==> config.mk <==
export PLATFORM = sky130hd
export DESIGN_NAME = store_merge_unit
export DESIGN_NICKNAME = d
export VERILOG_FILES = /design/src/rtl/store_merge_pkg.sv /design/src/rtl/store_merge_datapath.sv /design/src/rtl/store_merge_unit.sv
export SDC_FILE = /design/constraint.sdc
export NUM_CORES = 1
export LEC_CHECK = 0
export CORE_MARGIN = 2
export CORE_UTILIZATION = 25
export DETAILED_ROUTE_END_ITERATION = 10
export GPL_ROUTABILITY_DRIVEN = 0
export GPL_TIMING_DRIVEN = 0
export PLACE_DENSITY = 0.63
export SLEW_MARGIN = 15
export SYNTH_ARGS = -nofsm -noshare
export SYNTH_HDL_FRONTEND = slang
export SYNTH_HIERARCHICAL = 1
export SYNTH_SLANG_ARGS = --single-unit
export TNS_END_PERCENT = 1
==> constraint.sdc <==
create_clock -name clk -period 1.99 [get_ports clk]
set_input_delay 0.4975 -clock clk [delete_from_list [all_inputs] [get_ports clk]]
set_output_delay 0.4975 -clock clk [all_outputs]
set_load 0.05 [all_outputs]
==> src/rtl/store_merge_pkg.sv <==
// Shared types and helpers for the store merge unit: store sizes, FSM states,
// the byte-lane mask and the alignment check.
package store_merge_pkg;

    typedef enum logic [1:0] {
        BYTE  = 2'd0,
        HALF  = 2'd1,
        WORD  = 2'd2,
        DWORD = 2'd3
    } store_size_e;

    typedef enum logic [1:0] {
        IDLE  = 2'd0,
        READ  = 2'd1,
        WRITE = 2'd2,
        RESP  = 2'd3
    } state_e;

    // Byte lanes touched by a store of the given size at the given offset.
    function automatic logic [7:0] byte_mask(input store_size_e size, input logic [2:0] offset);
        logic [7:0] base;
        case (size)
            BYTE:    base = 8'h01;
            HALF:    base = 8'h03;
            WORD:    base = 8'h0F;
            default: base = 8'hFF;
        endcase
        return base << offset;
    endfunction

    function automatic logic is_misaligned(input store_size_e size, input logic [2:0] offset);
        logic mis;
        case (size)
            BYTE:    mis = 1'b0;
            HALF:    mis = offset[0];
            WORD:    mis = |offset[1:0];
            default: mis = |offset;
        endcase
        return mis;
    endfunction

endpackage

==> src/rtl/store_merge_datapath.sv <==
// Combinational byte-lane merge of right-justified store data into an old
// 64-bit memory word.
module store_merge_datapath
    import store_merge_pkg::*;
#(
    parameter int DATA_W = 64
) (
    input  store_size_e       size_i,
    input  logic [2:0]        offset_i,
    input  logic [DATA_W-1:0] old_i,
    input  logic [DATA_W-1:0] data_i,
    output logic [DATA_W-1:0] merged_o
);

    logic [7:0]        bmask;
    logic [DATA_W-1:0] bitmask;
    logic [DATA_W-1:0] shifted;

    assign bmask   = byte_mask(size_i, offset_i);
    assign shifted = data_i << {offset_i, 3'b000};

    always_comb begin
        bitmask = '0;
        for (int b = 0; b < DATA_W / 8; b++) begin
            bitmask[b*8 +: 8] = {8{bmask[b]}};
        end
    end

    assign merged_o = (old_i & ~bitmask) | (shifted & bitmask);

endmodule

==> src/rtl/store_merge_unit.sv <==
// Sub-word store to 64-bit read-modify-write sequencer, one request at a time.
// Optional STORE_MERGE_FAST_DWORD_EN lets aligned doubleword stores skip the read.
module store_merge_unit
    import store_merge_pkg::*;
#(
    parameter int ADDR_W = 64,
    parameter int DATA_W = 64
) (
    input  logic              clk,
    input  logic              reset,
    input  logic              in_req_valid,
    output logic              out_req_ready,
    input  logic [ADDR_W-1:0] in_req_address,
    input  logic [1:0]        in_req_size,
    input  logic [DATA_W-1:0] in_req_data,
    output logic              out_resp_valid,
    input  logic              in_resp_ready,
    output logic              out_resp_exception,
    output logic [ADDR_W-1:0] out_mem_read_address,
    input  logic [DATA_W-1:0] in_mem_read_data,
    input  logic              in_mem_read_exception,
    output logic              out_mem_write_enable,
    output logic [ADDR_W-1:0] out_mem_write_address,
    output logic [DATA_W-1:0] out_mem_write_data,
    input  logic              in_mem_write_exception
);

    state_e            state_q, state_d;
    logic [ADDR_W-1:0] addr_q, addr_d;
    store_size_e       size_q, size_d;
    logic [DATA_W-1:0] data_q, data_d;
    logic [DATA_W-1:0] old_q, old_d;
    logic              exc_q, exc_d;
    logic [DATA_W-1:0] merged;
    logic [ADDR_W-1:0] word_addr;
    store_size_e       req_size;

    assign word_addr = {addr_q[ADDR_W-1:3], 3'b000};
    assign req_size  = store_size_e'(in_req_size);

    store_merge_datapath #(.DATA_W(DATA_W)) u_datapath (
        .size_i   (size_q),
        .offset_i (addr_q[2:0]),
        .old_i    (old_q),
        .data_i   (data_q),
        .merged_o (merged)
    );

    always_ff @(posedge clk) begin
        if (reset) begin
            state_q <= IDLE;
            addr_q  <= '0;
            size_q  <= BYTE;
            data_q  <= '0;
            old_q   <= '0;
            exc_q   <= 1'b0;
        end else begin
            state_q <= state_d;
            addr_q  <= addr_d;
            size_q  <= size_d;
            data_q  <= data_d;
            old_q   <= old_d;
            exc_q   <= exc_d;
        end
    end

    always_comb begin
        state_d               = state_q;
        addr_d                = addr_q;
        size_d                = size_q;
        data_d                = data_q;
        old_d                 = old_q;
        exc_d                 = exc_q;
        out_req_ready         = 1'b0;
        out_resp_valid        = 1'b0;
        out_resp_exception    = 1'b0;
        out_mem_read_address  = '0;
        out_mem_write_enable  = 1'b0;
        out_mem_write_address = '0;
        out_mem_write_data    = '0;

        case (state_q)
            IDLE: begin
                out_req_ready = 1'b1;
                if (in_req_valid) begin
                    addr_d = in_req_address;
                    size_d = req_size;
                    data_d = in_req_data;
                    exc_d  = 1'b0;
                    if (is_misaligned(req_size, in_req_address[2:0])) begin
                        exc_d   = 1'b1;
                        state_d = RESP;
                    end else begin
`ifdef STORE_MERGE_FAST_DWORD_EN
                        // A full-word store overwrites every lane, so the old word is irrelevant.
                        state_d = (req_size == DWORD) ? WRITE : READ;
`else
                        state_d = READ;
`endif
                    end
                end
            end
            READ: begin
                out_mem_read_address = word_addr;
                old_d                = in_mem_read_data;
                if (in_mem_read_exception) begin
                    exc_d   = 1'b1;
                    state_d = RESP;
                end else begin
                    state_d = WRITE;
                end
            end
            WRITE: begin
                out_mem_write_enable  = 1'b1;
                out_mem_write_address = word_addr;
                out_mem_write_data    = merged;
                exc_d                 = in_mem_write_exception;
                state_d               = RESP;
            end
            RESP: begin
                out_resp_valid     = 1'b1;
                out_resp_exception = exc_q;
                if (in_resp_ready) begin
                    state_d = IDLE;
                end
            end
            default: state_d = IDLE;
        endcase
    end

endmodule

==> results.md <==
* Post-synth cell types at 43
* # setup viols final at 187
* Synth Flop Type: dfxtp_1
* Fin. Hold Viols at 0
* RSZ-0062 raised after global routing: yes
* Crit-path cells: buf_8 -> buf_8 -> buf_8 -> mux2i_1 -> a22oi_2 -> o21ai_2 -> o21ai_2 -> and2_2 -> buf_6
* Slew Limit Headroom at 58.50%
* Most area-consuming cells after synthesis: dfxtp_1 37%, and2_1 11%, mux2i_1 10%
* Most common cell after layout, fill and taps aside: nand2_1
* Sequential fraction of the synthesis area at 36.55%
* Tcrit/Tclk final at 149.0%
* WL met2 at 24,220 um
* Maximum fanout along the worst path at 10
* Worst-path clk slew at 0.07 ns
* Failing checks: setup timing
* Initial antenna violation count at 9
* Asr flop ratio synth at 0%
* Top cell type by total area after synthesis: dfxtp_1
* Flops & latches, synth at 197
* Worst-Skew Late Latency at 0.46 ns
* Tot GR Track Use at 21.33%
* Crit path kind: register to output pin
* Status: finished with violations
* Max_cap viols at 0
* Hold wc startpoint: addr_q[42]
* Chip height at 211.7 um
* Commonest non-fill, non-tap cells in the layout: 292 x nand2_1, 198 x clkdlybuf4s50_1, 190 x dfxtp_1
* Top sig layer: met5
* P&R area growth vs syn at 63.91%
* Crit path largest cell delay at 0.41 ns
* CTS buffer count at 17
* Post-Syn Area per Cell at 8.088 um2
* Launch point of the worst reg-to-reg path: state_q[0]
* Min-Delay Path Class: register to register
* CTS root buf: clkbuf_16
* Nets at 1,962
* Post-layout minimum cycle time at 2.965 ns
* Setup_tns at -86.24 ns
* Die area at 0.04483 mm2
* Max Clk Rate at 337.3 MHz
* First-pass DRT Iterations at 6
* Total Routed Length at 49,400 um
* Worst path slowest cell: a22oi_2
* First-pass GRT wire length at 70,470 um
* CTS Sinks at 197
* Fillcell total at 4,179
* CTS H-Tree Depth at 4
* Worst-Margin Slew at 0.6225 ns
* Total number of vias at 11,310
* Fin Clk Skew at 0.01334 ns
* Port Buffers at 388
* Layout cells sized above 1 at 31.34%
* Hold WS at 0.4654 ns
* Std-Cell Rows at 76
* EDFF count, synth at 0
* Cells after synthesis at 1,334
* Metal1 wirelength at 19,370 um
* Via density at 4.868
* Largest net degree at the start of global routing at 17
* CP startpoint: addr_q[0]
* Worst setup SP type: register
* WP data arrival at 2.47 ns
* Max clock buf depth at 2
* Critical Path Sink Type: output pin
* Total grt overflow at 0
* Met3 routed WL at 4072 um
* # hold bufs at CTS at 0
* Overall power at 18.72 mW
* Max IR drop VDD at 728.7 uV
* CP Data Required Time at 1.49 ns
* Reg-to-reg slack, setup at 0.16 ns
* Lkg Pwr at 6.888 nW
* Ports at 396
* Remaining DRCs at 0
* Drt wl/cell at 21.27 um
* Setup ws final at -0.9749 ns
* Vias in the first global route at 11,290
* Cell area power density at 1058 mW/mm2
* Most numerous cell on the critical path: buf_8
* Final ANT Viol Nets at 0
* DPL Wire Length at 38,510 um
* Initial Utilization at 25.21%
* Total core area at 0.04279 mm2
* Mapped cell area at 0.01079 mm2
* Slew Limit Fails at 0
* Synth warn at 6
* DR iter-0 viols at 729
* Die Wd at 211.7 um
* CTS tree: done
* Post-synth top area share at 36.55%
## cell type report
cell class,count,area (um2),share of cell area (%)
Sequential cell,197,3968,22.44
Buffer,115,1046,5.915
Timing Repair Buffer,403,4478,25.32
Clock buffer,22,484.2,2.738
Inverter,8,35.03,0.1981
Clock inverter,10,96.34,0.5448
Antenna cell,6,15.01,0.08490
Tap cell,546,683.2,3.863
Multi-Input combinational cell,1016,6879,38.90
## worst paths after layout
check,to,depth (start not counted)
worst max-delay path,out_mem_write_data[52],9
worst min-delay path,addr_q[42],2
worst max register to register,addr_q[4],7
worst min register to register,addr_q[42],2
## metrics by stage
step | setup slack [ns] | cell area, um2 | std cells | utilization [%]
5_1_grt | -0.9911 | 17680 | 2320 | 41.31
6_report | -0.9749 | 17680 | 2323 | 41.33
2_1_floorplan | -0.2152 | 10910 | 1339 | -
3_3_place_gp | -1.525 | 15480 | 2273 | 36.18
4_1_cts | -0.8810 | 16760 | 2315 | 39.18
3_5_place_dp | -1.527 | 15480 | 2273 | 36.18
## timing repair
| action | CTS | global route |
|---|---|---|
| setup buffers | 10 | 1 |
| gates cloned | 2 | 2 |
| pin swaps | 24 | 17 |
| resized for setup | 1107 | 617 |
| setup endpoints to repair | 190 | 290 |
## layer usage
layer / vias to the layer above / track usage, %
met5: - / 0
met1: 5323 / 24.97
met4: 6 / 8.864
met3: 97 / 5.593
li1: 5328 / -
met2: 555 / 36.84
## critical path, delay by kind of cell (launching register included)
kind                   cells  cell delay (ns)
flip-flops                 1             0.37
buffers and inverters      4             0.58
multiplexers               1             0.19
AO/OA/AOI/OAI              3             0.70
AND/OR/NAND/NOR            1             0.16
## synth_stat cells, types with 3 or more instances
master     number
nor2b_1         5
ha_1            4
mux2i_1       113
buf_1           3
buf_2          43
buf_4          18
mux4_2          9
a22oi_1        23
o211ai_1        7
dfxtp_1       197
o21ai_0        50
nor2_1         76
a32oi_1         7
inv_1           8
and2_1        189
mux2_2         48
nand3_1         8
o2bb2ai_1      10
a211oi_1        6
a21oi_1       140
buf_6          11
nand2_1       293
clkbuf_1       43
## kinds of logic after synthesis
kind of cell             synth area share (%)
AND/OR/NAND/NOR                         24.94
AO/OA/AOI/OAI                           14.36
flip-flops                              36.55
multiplexers                            17.37
buffers and inverters                   6.274
adder cells (fa/ha/maj)                0.4639
other                                 0.03476
## where the power goes
group	internal [mW]	leakage (nW)	switching [mW]	total, mW
clock network	1.87	0.275	1.62	3.49
registers	4.74	1.62	0.860	5.60
logic	4.18	5.00	5.44	9.63
## state kept, by name, indices dropped and copies added (netlist names)
signal	cells
addr_q	64
size_q	2
state_q	2
old_q	64
data_q	64
exc_q	1
Power figures use the tool's default switching activity.
